### src/rtl/mem_arbiter.sv
// mem_arbiter: serialises the CPU fetch port and the data (MEM-stage) port
// onto one SRAM driver transaction port. Data requests win over fetches.
// Byte/half/word accesses become a word address plus byte-lane select, and
// loads are sign- or zero-extended.
//
// Optional feature macro: MEM_ALIGN_CHECK_EN. When defined, misaligned
// accesses are refused without touching the RAM and flagged on align_exc_o.
//
// Ports:
//   clk, rst            clock, asynchronous active-high reset
//   if_ce_i/if_addr_i   fetch request and byte address
//   if_data_o/if_ready_o fetched word and one-cycle completion pulse
//   mem_ce_i/we/addr/data/size/signed  data request fields
//   mem_data_o/mem_ready_o  extended load result and completion pulse
//   stall_req_o         combinational stall while any access is outstanding
//   align_exc_o         misalignment pulse alongside the ready pulse
//   ram_ce_o/we/addr/data/sel  registered request to the SRAM driver
//   ram_ready_i/ram_data_i     SRAM driver completion and read word
module mem_arbiter (
  input  logic        clk,
  input  logic        rst,
  input  logic        if_ce_i,
  input  logic [31:0] if_addr_i,
  output logic [31:0] if_data_o,
  output logic        if_ready_o,
  input  logic        mem_ce_i,
  input  logic        mem_we_i,
  input  logic [31:0] mem_addr_i,
  input  logic [31:0] mem_data_i,
  input  logic [1:0]  mem_size_i,
  input  logic        mem_signed_i,
  output logic [31:0] mem_data_o,
  output logic        mem_ready_o,
  output logic        stall_req_o,
  output logic        align_exc_o,
  output logic        ram_ce_o,
  output logic        ram_we_o,
  output logic [31:0] ram_addr_o,
  output logic [31:0] ram_data_o,
  output logic [3:0]  ram_sel_o,
  input  logic        ram_ready_i,
  input  logic [31:0] ram_data_i
);

  localparam int unsigned DW = 32;

  typedef enum logic [1:0] {
    S_IDLE    = 2'd0,
    S_DATA    = 2'd1,
    S_FETCH   = 2'd2,
    S_RELEASE = 2'd3
  } state_t;

  state_t r_state, w_state_nxt;

  logic          r_ram_ce, w_ram_ce;
  logic          r_ram_we, w_ram_we;
  logic [DW-1:0] r_ram_addr, w_ram_addr;
  logic [DW-1:0] r_ram_data, w_ram_data;
  logic [3:0]    r_ram_sel, w_ram_sel;
  logic          r_if_ready, w_if_ready;
  logic          r_mem_ready, w_mem_ready;
  logic [DW-1:0] r_if_data, w_if_data;
  logic [DW-1:0] r_mem_data, w_mem_data;
  logic          r_align, w_align;

  logic          w_mem_misalign;
  logic          w_if_misalign;
  logic [3:0]    w_st_sel;
  logic [DW-1:0] w_st_data;
  logic [7:0]    w_ld_byte;
  logic [15:0]   w_ld_half;
  logic [DW-1:0] w_ld_ext;

  // Misalignment detection (only when the check is compiled in)
`ifdef MEM_ALIGN_CHECK_EN
  assign w_mem_misalign = ((mem_size_i == 2'b01) & mem_addr_i[0]) |
                          (mem_size_i[1] & (mem_addr_i[1:0] != 2'b00));
  assign w_if_misalign  = (if_addr_i[1:0] != 2'b00);
`else
  logic w_unused_if_lo;
  assign w_unused_if_lo = ^if_addr_i[1:0];
  assign w_mem_misalign = 1'b0;
  assign w_if_misalign  = 1'b0;
`endif

  // Store lane select and lane-replicated write data
  always_comb begin
    w_st_sel  = 4'b1111;
    w_st_data = mem_data_i;
    case (mem_size_i)
      2'b00: begin
        w_st_sel  = 4'b0001 << mem_addr_i[1:0];
        w_st_data = {4{mem_data_i[7:0]}};
      end
      2'b01: begin
        w_st_sel  = mem_addr_i[1] ? 4'b1100 : 4'b0011;
        w_st_data = {2{mem_data_i[15:0]}};
      end
      default: ;
    endcase
  end

  // Load lane extraction and extension
  always_comb begin
    w_ld_half = mem_addr_i[1] ? ram_data_i[31:16] : ram_data_i[15:0];
    case (mem_addr_i[1:0])
      2'b00:   w_ld_byte = ram_data_i[7:0];
      2'b01:   w_ld_byte = ram_data_i[15:8];
      2'b10:   w_ld_byte = ram_data_i[23:16];
      default: w_ld_byte = ram_data_i[31:24];
    endcase
    case (mem_size_i)
      2'b00:   w_ld_ext = mem_signed_i ? {{24{w_ld_byte[7]}}, w_ld_byte}
                                       : {24'd0, w_ld_byte};
      2'b01:   w_ld_ext = mem_signed_i ? {{16{w_ld_half[15]}}, w_ld_half}
                                       : {16'd0, w_ld_half};
      default: w_ld_ext = ram_data_i;
    endcase
  end

  // State and registered outputs
  always_ff @(posedge clk or posedge rst) begin
    if (rst) begin
      r_state     <= S_IDLE;
      r_ram_ce    <= 1'b0;
      r_ram_we    <= 1'b0;
      r_ram_addr  <= '0;
      r_ram_data  <= '0;
      r_ram_sel   <= 4'b0000;
      r_if_ready  <= 1'b0;
      r_mem_ready <= 1'b0;
      r_if_data   <= '0;
      r_mem_data  <= '0;
      r_align     <= 1'b0;
    end else begin
      r_state     <= w_state_nxt;
      r_ram_ce    <= w_ram_ce;
      r_ram_we    <= w_ram_we;
      r_ram_addr  <= w_ram_addr;
      r_ram_data  <= w_ram_data;
      r_ram_sel   <= w_ram_sel;
      r_if_ready  <= w_if_ready;
      r_mem_ready <= w_mem_ready;
      r_if_data   <= w_if_data;
      r_mem_data  <= w_mem_data;
      r_align     <= w_align;
    end
  end

  // Next-state and next-output logic
  always_comb begin
    w_state_nxt = r_state;
    w_ram_ce    = r_ram_ce;
    w_ram_we    = r_ram_we;
    w_ram_addr  = r_ram_addr;
    w_ram_data  = r_ram_data;
    w_ram_sel   = r_ram_sel;
    w_if_ready  = 1'b0;
    w_mem_ready = 1'b0;
    w_if_data   = r_if_data;
    w_mem_data  = r_mem_data;
    w_align     = 1'b0;
    case (r_state)
      S_IDLE: begin
        if (mem_ce_i) begin
          if (w_mem_misalign) begin
            // Refuse without a RAM transaction; report on the ready pulse
            w_state_nxt = S_RELEASE;
            w_mem_ready = 1'b1;
            w_align     = 1'b1;
            w_mem_data  = '0;
          end else begin
            w_state_nxt = S_DATA;
            w_ram_ce    = 1'b1;
            w_ram_we    = mem_we_i;
            w_ram_addr  = {mem_addr_i[31:2], 2'b00};
            w_ram_sel   = mem_we_i ? w_st_sel : 4'b1111;
            w_ram_data  = mem_we_i ? w_st_data : '0;
          end
        end else if (if_ce_i) begin
          if (w_if_misalign) begin
            w_state_nxt = S_RELEASE;
            w_if_ready  = 1'b1;
            w_align     = 1'b1;
            w_if_data   = '0;
          end else begin
            w_state_nxt = S_FETCH;
            w_ram_ce    = 1'b1;
            w_ram_we    = 1'b0;
            w_ram_addr  = {if_addr_i[31:2], 2'b00};
            w_ram_sel   = 4'b1111;
            w_ram_data  = '0;
          end
        end
      end
      S_DATA: begin
        if (!mem_ce_i) begin
          // Requester withdrew: drop the transaction silently
          w_ram_ce    = 1'b0;
          w_state_nxt = S_RELEASE;
        end else if (ram_ready_i) begin
          w_ram_ce    = 1'b0;
          w_mem_ready = 1'b1;
          w_mem_data  = mem_we_i ? '0 : w_ld_ext;
          w_state_nxt = S_RELEASE;
        end
      end
      S_FETCH: begin
        if (!if_ce_i) begin
          w_ram_ce    = 1'b0;
          w_state_nxt = S_RELEASE;
        end else if (ram_ready_i) begin
          w_ram_ce    = 1'b0;
          w_if_ready  = 1'b1;
          w_if_data   = ram_data_i;
          w_state_nxt = S_RELEASE;
        end
      end
      // One dead cycle keeps ram_ce_o low long enough to reset the driver
      S_RELEASE: w_state_nxt = S_IDLE;
      default:   w_state_nxt = S_IDLE;
    endcase
  end

  assign ram_ce_o    = r_ram_ce;
  assign ram_we_o    = r_ram_we;
  assign ram_addr_o  = r_ram_addr;
  assign ram_data_o  = r_ram_data;
  assign ram_sel_o   = r_ram_sel;
  assign if_ready_o  = r_if_ready;
  assign mem_ready_o = r_mem_ready;
  assign if_data_o   = r_if_data;
  assign mem_data_o  = r_mem_data;
  assign align_exc_o = r_align;

  assign stall_req_o = (if_ce_i & ~r_if_ready) | (mem_ce_i & ~r_mem_ready);

endmodule

### config.mk
export PLATFORM = sky130hd
export DESIGN_NAME = mem_arbiter
export DESIGN_NICKNAME = d
export VERILOG_FILES = /design/src/rtl/mem_arbiter.sv
export SDC_FILE = /design/constraint.sdc
export NUM_CORES = 1
export LEC_CHECK = 0
export BUFFER_PORTS_ARGS = -buffer_cell sky130_fd_sc_hd__buf_2
export CELL_PAD_IN_SITES_DETAIL_PLACEMENT = 1
export CELL_PAD_IN_SITES_GLOBAL_PLACEMENT = 2
export CORE_MARGIN = 2
export CORE_UTILIZATION = 29
export DETAILED_ROUTE_END_ITERATION = 10
export PLACE_DENSITY_LB_ADDON = 0.1
export SLEW_MARGIN = 0
export SYNTH_ARGS = -nofsm -noshare
export SYNTH_HDL_FRONTEND = slang
export SYNTH_SLANG_ARGS = --single-unit
### constraint.sdc
create_clock -name clk -period 5.78 [get_ports clk]
set_clock_uncertainty 0.1 [all_clocks]
set_input_delay 1.156 -clock clk [delete_from_list [all_inputs] [get_ports clk]]
set_output_delay 1.156 -clock clk [all_outputs]
set_load 0.02 [all_outputs]
==> results of run 1 <==
## tightest hold or removal path, cell delays in order, from the launching register on
cell and delay [ps]:
dfrtp_1 340, nand2_1 40, o21ai_0 60
## per-layer routing
metal  GRT usage (%)  share of wire (%)  up-vias
met3           5.362                5.8       18
met1           22.84                 42     2740
li1                -                  -     2560
met2           32.80                 51      187
met5               0              0.051        -
met4           4.940                1.3        2
## sequential cells by signal, summed over array words and instances, names as in the netlist
signal	flops
if_ready_o	1
if_data_o	32
ram_sel_o	4
ram_addr_o	30
ram_we_o	1
r_state	2
ram_data_o	32
ram_ce_o	1
mem_ready_o	1
mem_data_o	32
## logic make-up (layout without fill, tap and decap cells)
| logic type | after synthesis | in the layout |
|---|---|---|
| AO/OA/AOI/OAI | 152 | 152 |
| adder cells (fa/ha/maj) | 3 | 3 |
| AND/OR/NAND/NOR | 119 | 119 |
| buffers and inverters | 54 | 316 |
| other | 1 | 3 |
| multiplexers | 100 | 100 |
| flip-flops | 136 | 136 |
## worst max-delay path by stage
stage,startpoint,to,slack [ps],cells past startpoint
final,mem_ce_i,stall_req_o,2190,5
after global routing,mem_ce_i,stall_req_o,2050,5
after CTS,mem_ce_i,stall_req_o,2180,5
after detailed placement,ram_ready_i,mem_data_o[26],1860,5
after global placement,ram_ready_i,mem_data_o[23],1900,5
after floorplan,rst,if_data_o[0],880,1
## stage by stage
| stage | total power [uW] | setup slack, ps |
|---|---|---|
| after floorplan | 2772 | 884.5 |
| after global placement | 3467 | 1896 |
| after detailed placement | 3522 | 1863 |
| after CTS | 4634 | 2176 |
| after global routing | 4860 | 2051 |
| final | 4558 | 2195 |
## cell type report
cell class / instances / share of cell area [%]
tap: 280 / 4.129
clock buffer: 19 / 5.220
multi-input combinational: 377 / 32.07
inverter: 11 / 0.5456
timing repair buffer: 273 / 16.22
sequential: 136 / 40.11
clock inverter: 13 / 1.710
## placed cells by master, fill, tap and decap left out, types with 3 or more instances in the layout
cell type / synthesis / layout
nand2b_1: 8 / 8
a32o_1: 9 / 9
nor2_1: 12 / 12
nand3_1: 9 / 8
o21ai_0: 69 / 68
and2_1: 3 / 3
conb_1: 1 / 3
a221oi_1: 15 / 15
mux2_2: 46 / 46
clkinvlp_4: 0 / 3
inv_1: 10 / 9
a22o_1: 11 / 11
ha_1: 3 / 3
nand2_1: 68 / 68
clkbuf_16: 0 / 17
a21oi_1: 10 / 10
buf_4: 4 / 4
buf_2: 12 / 269
mux2i_1: 54 / 54
nor2b_1: 10 / 10
o211ai_1: 7 / 7
a22oi_1: 3 / 3
clkinv_4: 0 / 4
dfrtp_1: 136 / 136
a221o_1: 16 / 16
inv_6: 0 / 3
o21ai_1: 3 / 3
## report_power, final
group	switching, uW	internal, uW	total [uW]	leakage, uW
combinational	1190	667	1860	0.00229
sequential	224	1390	1620	0.00172
clock	436	650	1090	0.000280
total	1850	2710	4560	0.00429
==> impl_metrics.yaml, run 1 <==
global_route:
  grt_pass1_wl_um: 34420
  grt_usage_pct: 18.80
  grt_pass1_vias: 6005
  grt_overflow_total: 0
  antenna_found_initial: 1
  grt_max_degree: 97
yosys:
  synth_seq_area_share_pct: 53.67
  synthArstFlopShare_pct: 100.0
  synth_area_leader_cell: "dfrtp_1"
  synth-edff-count: 0
  avgSynthCellArea_um2: 11.22
  ys_top_cells_by_count: "dfrtp_1, o21ai_0, nand2_1"
  yosysMostFrequentCell: "dfrtp_1"
  synth_area_leaders: "dfrtp_1, mux2i_1, mux2_2, o21ai_0, nand2_1"
  synthXorXnorAreaFrac_pct: 0
  synth_top_family_by_area: "compound AO/OA/AOI/OAI gates"
  synthFlopType: "dfrtp_1"
  synth_cells: 565
  synth_fa_ha_area_share_pct: 0.5919
  synth_mux_area_share_pct: 16.69
  syn_area_mm2: 0.006341
  synth_top_area_share_pct: 53.67
  yosysWarnings: 0
  synthSimpleGateAreaFrac_pct: 8.485
  synth-seq-cells: 136
  ys_types: 43
  synth_compound_area_share_pct: 16.71
timing:
  slew-limit-headroom_pct: 32.82
  fin_crit_sh_pct: 62.03
  finalSetupViolations: 0
  slew_violations: 0
  fin_crit_ps: 3585
  fin_setup_tns_ps: 0
  worst_slew_pin_slew_ps: 1008
  hold_ws_ps: 372.7
  fmax_mhz: 278.9
  hold_violations: 0
  rsz0062_at_grt: "no"
outcome:
  status: "complete, no violations"
setup_path:
  worstPathRequired_ps: 4520
  r2r_cells: 6
  arrival_ps: 2330
  crit_path_start_kind: "input port"
  reg2reg_setup_slack_ps: 2430
  cp_top_family: "buffers and inverters"
  crit_top_cell: "buf_2"
  critPathKind: "input port to primary output"
  slowest_stage: "buf_4"
  crit_path_end_kind: "primary output"
  path_buf_inv: 4
  cp_slowest_stage_delay_ps: 500
  reg2reg_from: "r_state[1]"
  crit_fanout: 38
  rr_endpoint: "mem_data_o[19]"
  cp_cell_sequence: "buf_2, buf_4, inv_1, o22ai_1, buf_2"
worst_hold_path:
  hp-start: "ram_addr_o[19]"
  hold-path-cell-count: 2
  min_to: "ram_addr_o[19]"
  min_path_type: "flip-flop to flip-flop"
drt:
  num_vias: 5507
  routed_wl_um: 21590
  drt_pass1_iterations: 4
  ant_nets: 0
  routedWlPerCell_um: 19.47
  drcViolationCount: 0
  avgViaCountPerCell: 4.966
  drt_iter0_drc: 170
floorplanning:
  rows: 54
  initial_utilization_pct: 29.33
  fp.dieW_um: 151.9
  dieArea_mm2: 0.02306
  die_y_um: 151.9
  core_area_mm2: 0.02162
  io_pins: 275
clocking:
  post-cts-setup-buffers: 0
  worst_skew_pair.late_latency_ps: 410
  cts_root_buffer: "clkbuf_16"
  hold_buffers: 0
  numClockSinks: 136
  post_cts_resized: 0
  cts_tree: "yes"
  cts_buffer_depth: 2
  htreeDepth: 4
  cts_buffers: 17
  clk_pin_slew_ps: 60
cells_and_area:
  antenna_cells: 0
  nFillCells: 2493
  fin_util_pct: 39.25
  fin_nets: 956
  area_delta_synth_final_pct: 33.82
  drive_gt1_share_pct: 43.06
  multi_input_area_mm2: 0.002721
  final_area_mm2: 0.008486
  final-seq-area_mm2: 0.003403
  finalNonFillerCells: 1109
placement:
  dp.cells: 1077
  hpwl_um: 15970
  gp_congestion: 0.7848
  io_buffer_count: 269
  placedInstanceArea_mm2: 0.007898
power:
  p_leak_uw: 0.004289
  power_density_mw_per_mm2: 537.1
  peakVddDrop_mv: 0.2405
job:
  cap_violations: 0
No activity file was read; power rests on OpenSTA's default activity.
==> inputs of run 2 (changes only) <==
Clock period 5.78 ns to 3.6 ns, I/O delays scaled along.
==> impl_metrics.yaml, run 2 (synthesis results as in run 1) <==
timing:
  finalSetupViolations: 0
  slew_violations: 0
  fmax_mhz: 382.0
  slew-limit-headroom_pct: 31.05
  fin_crit_ps: 2618
  worst_slew_pin_slew_ps: 1034
  fin_crit_sh_pct: 72.72
  hold_ws_ps: 370.9
  fin_ws_ps: 982.0
  fin_setup_tns_ps: 0
  hold_violations: 0
  rsz0062_at_grt: "no"
outcome:
  status: "complete, no violations"
power:
  p_leak_uw: 0.004344
  p_sw_uw: 3003
  power_frac_comb_pct: 40.4
  peakVddDrop_mv: 0.3481
  power.internal_uw: 4433
  p_seq_share_pct: 34.9
  finalPower_uw: 7436
  power_density_mw_per_mm2: 864.5
  swShare_pct: 40.38
  power.share.clock_pct: 24.7
worst_hold_path:
  min_path_type: "flip-flop to flip-flop"
  min_to: "ram_we_o"
  hp-start: "ram_we_o"
  hold-path-cell-count: 2
job:
  cap_violations: 0
cells_and_area:
  drive_gt1_share_pct: 43.53
  nFillCells: 2475
  final_cell_mix: "buf_2, dfrtp_1, nand2_1, o21ai_0, mux2i_1"
  area_delta_synth_final_pct: 35.64
  antenna_cells: 0
  fin_nets: 961
  final_area_mm2: 0.008601
  final_common_cell: "buf_2"
placement:
  pre_cts_ws_ps: 620.0
  gp_congestion: 0.8182
  hpwl_um: 16230
  placedInstanceArea_mm2: 0.007984
  io_buffer_count: 269
clocking:
  clk_pin_slew_ps: 60
  numClockSinks: 136
  hold_buffers: 0
  cts_buffers: 17
  worst_skew_pair.late_latency_ps: 420
  post-cts-setup-buffers: 0
  cts_tree: "yes"
  post_cts_resized: 0
  cts_buffer_depth: 2
  cts_root_buffer: "clkbuf_16"
  htreeDepth: 4
drt:
  avgViaCountPerCell: 4.963
  ant_nets: 0
  drcViolationCount: 0
  routedWlPerCell_um: 19.44
  routed_wl_um: 21660
  num_vias: 5529
  drt_iter0_drc: 173
  drt_pass1_iterations: 4
global_route:
  grt_overflow_total: 0
  grt_pass1_vias: 6035
  grt_pass1_wl_um: 34430
  grt_max_degree: 94
  antenna_found_initial: 0
  grt_usage_pct: 18.98
setup_path:
  reg2reg_setup_slack_ps: 980
  rr_endpoint: "mem_data_o[24]"
  worstPathRequired_ps: 3860
  reg2reg_from: "r_state[1]"
  critPathKind: "flip-flop to flip-flop"
  r2r_cells: 7
  arrival_ps: 2870
  crit_path_end_kind: "flip-flop"
  crit_path_start_kind: "flip-flop"
  crit_fanout: 34
floorplanning:
  fp.dieW_um: 151.9
  dieArea_mm2: 0.02306
  rows: 54
  die_y_um: 151.9
  io_pins: 275
  core_area_mm2: 0.02162
  initial_utilization_pct: 29.33
run 2: cell count changes in the layout (fill, tap and decap cells not counted), sizes merged:
cell    change
bufinv      +1
clkinv      -1
inv         +2
clkbuf      -2
buf         +5
run 2: layout make-up:
cell class                 instances  area [um2]  area share [%]
clock buffer                      17       425.4           4.946
clock inverter                    15       191.4           2.226
inverter                          11       45.04          0.5237
multi-input combinational        377        2721           31.64
sequential                       136        3403           39.57
tap                              280       350.3           4.073
timing repair buffer             278        1464           17.02
run 2: power groups by stage:
stage / Combinational [uW] / Clock, uW / Sequential, uW
2_1_floorplan: 991 / 0 / 3460
3_3_place_gp: 3000 / 0 / 2590
3_5_place_dp: 3060 / 0 / 2630
4_1_cts: 3060 / 1890 / 2610
5_1_grt: 3270 / 1960 / 2700
6_report: 3010 / 1830 / 2600
run 2: critical path, cell delays in order, from the launching register on:
cell and delay (ps):
dfrtp_1 410, inv_1 90, ha_1 250, nand3_2 100, buf_4 270, nor2_2 410
and2_1 640, a221o_1 260
run 2: worst max-delay path by stage:
stage | from | slack [ps] | end | cells after the start
2_1_floorplan | rst | 1090 | if_data_o[0] | 1
3_3_place_gp | mem_addr_i[1] | 740 | mem_data_o[23] | 5
3_5_place_dp | mem_addr_i[1] | 620 | mem_data_o[24] | 5
4_1_cts | r_state[1] | 950 | mem_data_o[29] | 7
5_1_grt | r_state[1] | 770 | mem_data_o[29] | 7
6_report | r_state[1] | 980 | mem_data_o[24] | 7
run 2: through the flow:
stage | utilization [%] | instances
2_1_floorplan | - | 567
3_3_place_gp | 36.93 | 1082
3_5_place_dp | 36.93 | 1082
4_1_cts | 39.78 | 1114
5_1_grt | 39.78 | 1114
6_report | 39.78 | 1114
run 2: routing by layer:
metal / up-vias / track usage, % / part of all wire [%]
met4: 0 / 6.186 / 1.7
met3: 22 / 5.048 / 6.0
met5: - / 0 / 0
met1: 2745 / 23.53 / 42
li1: 2571 / - / -
met2: 191 / 32.24 / 50
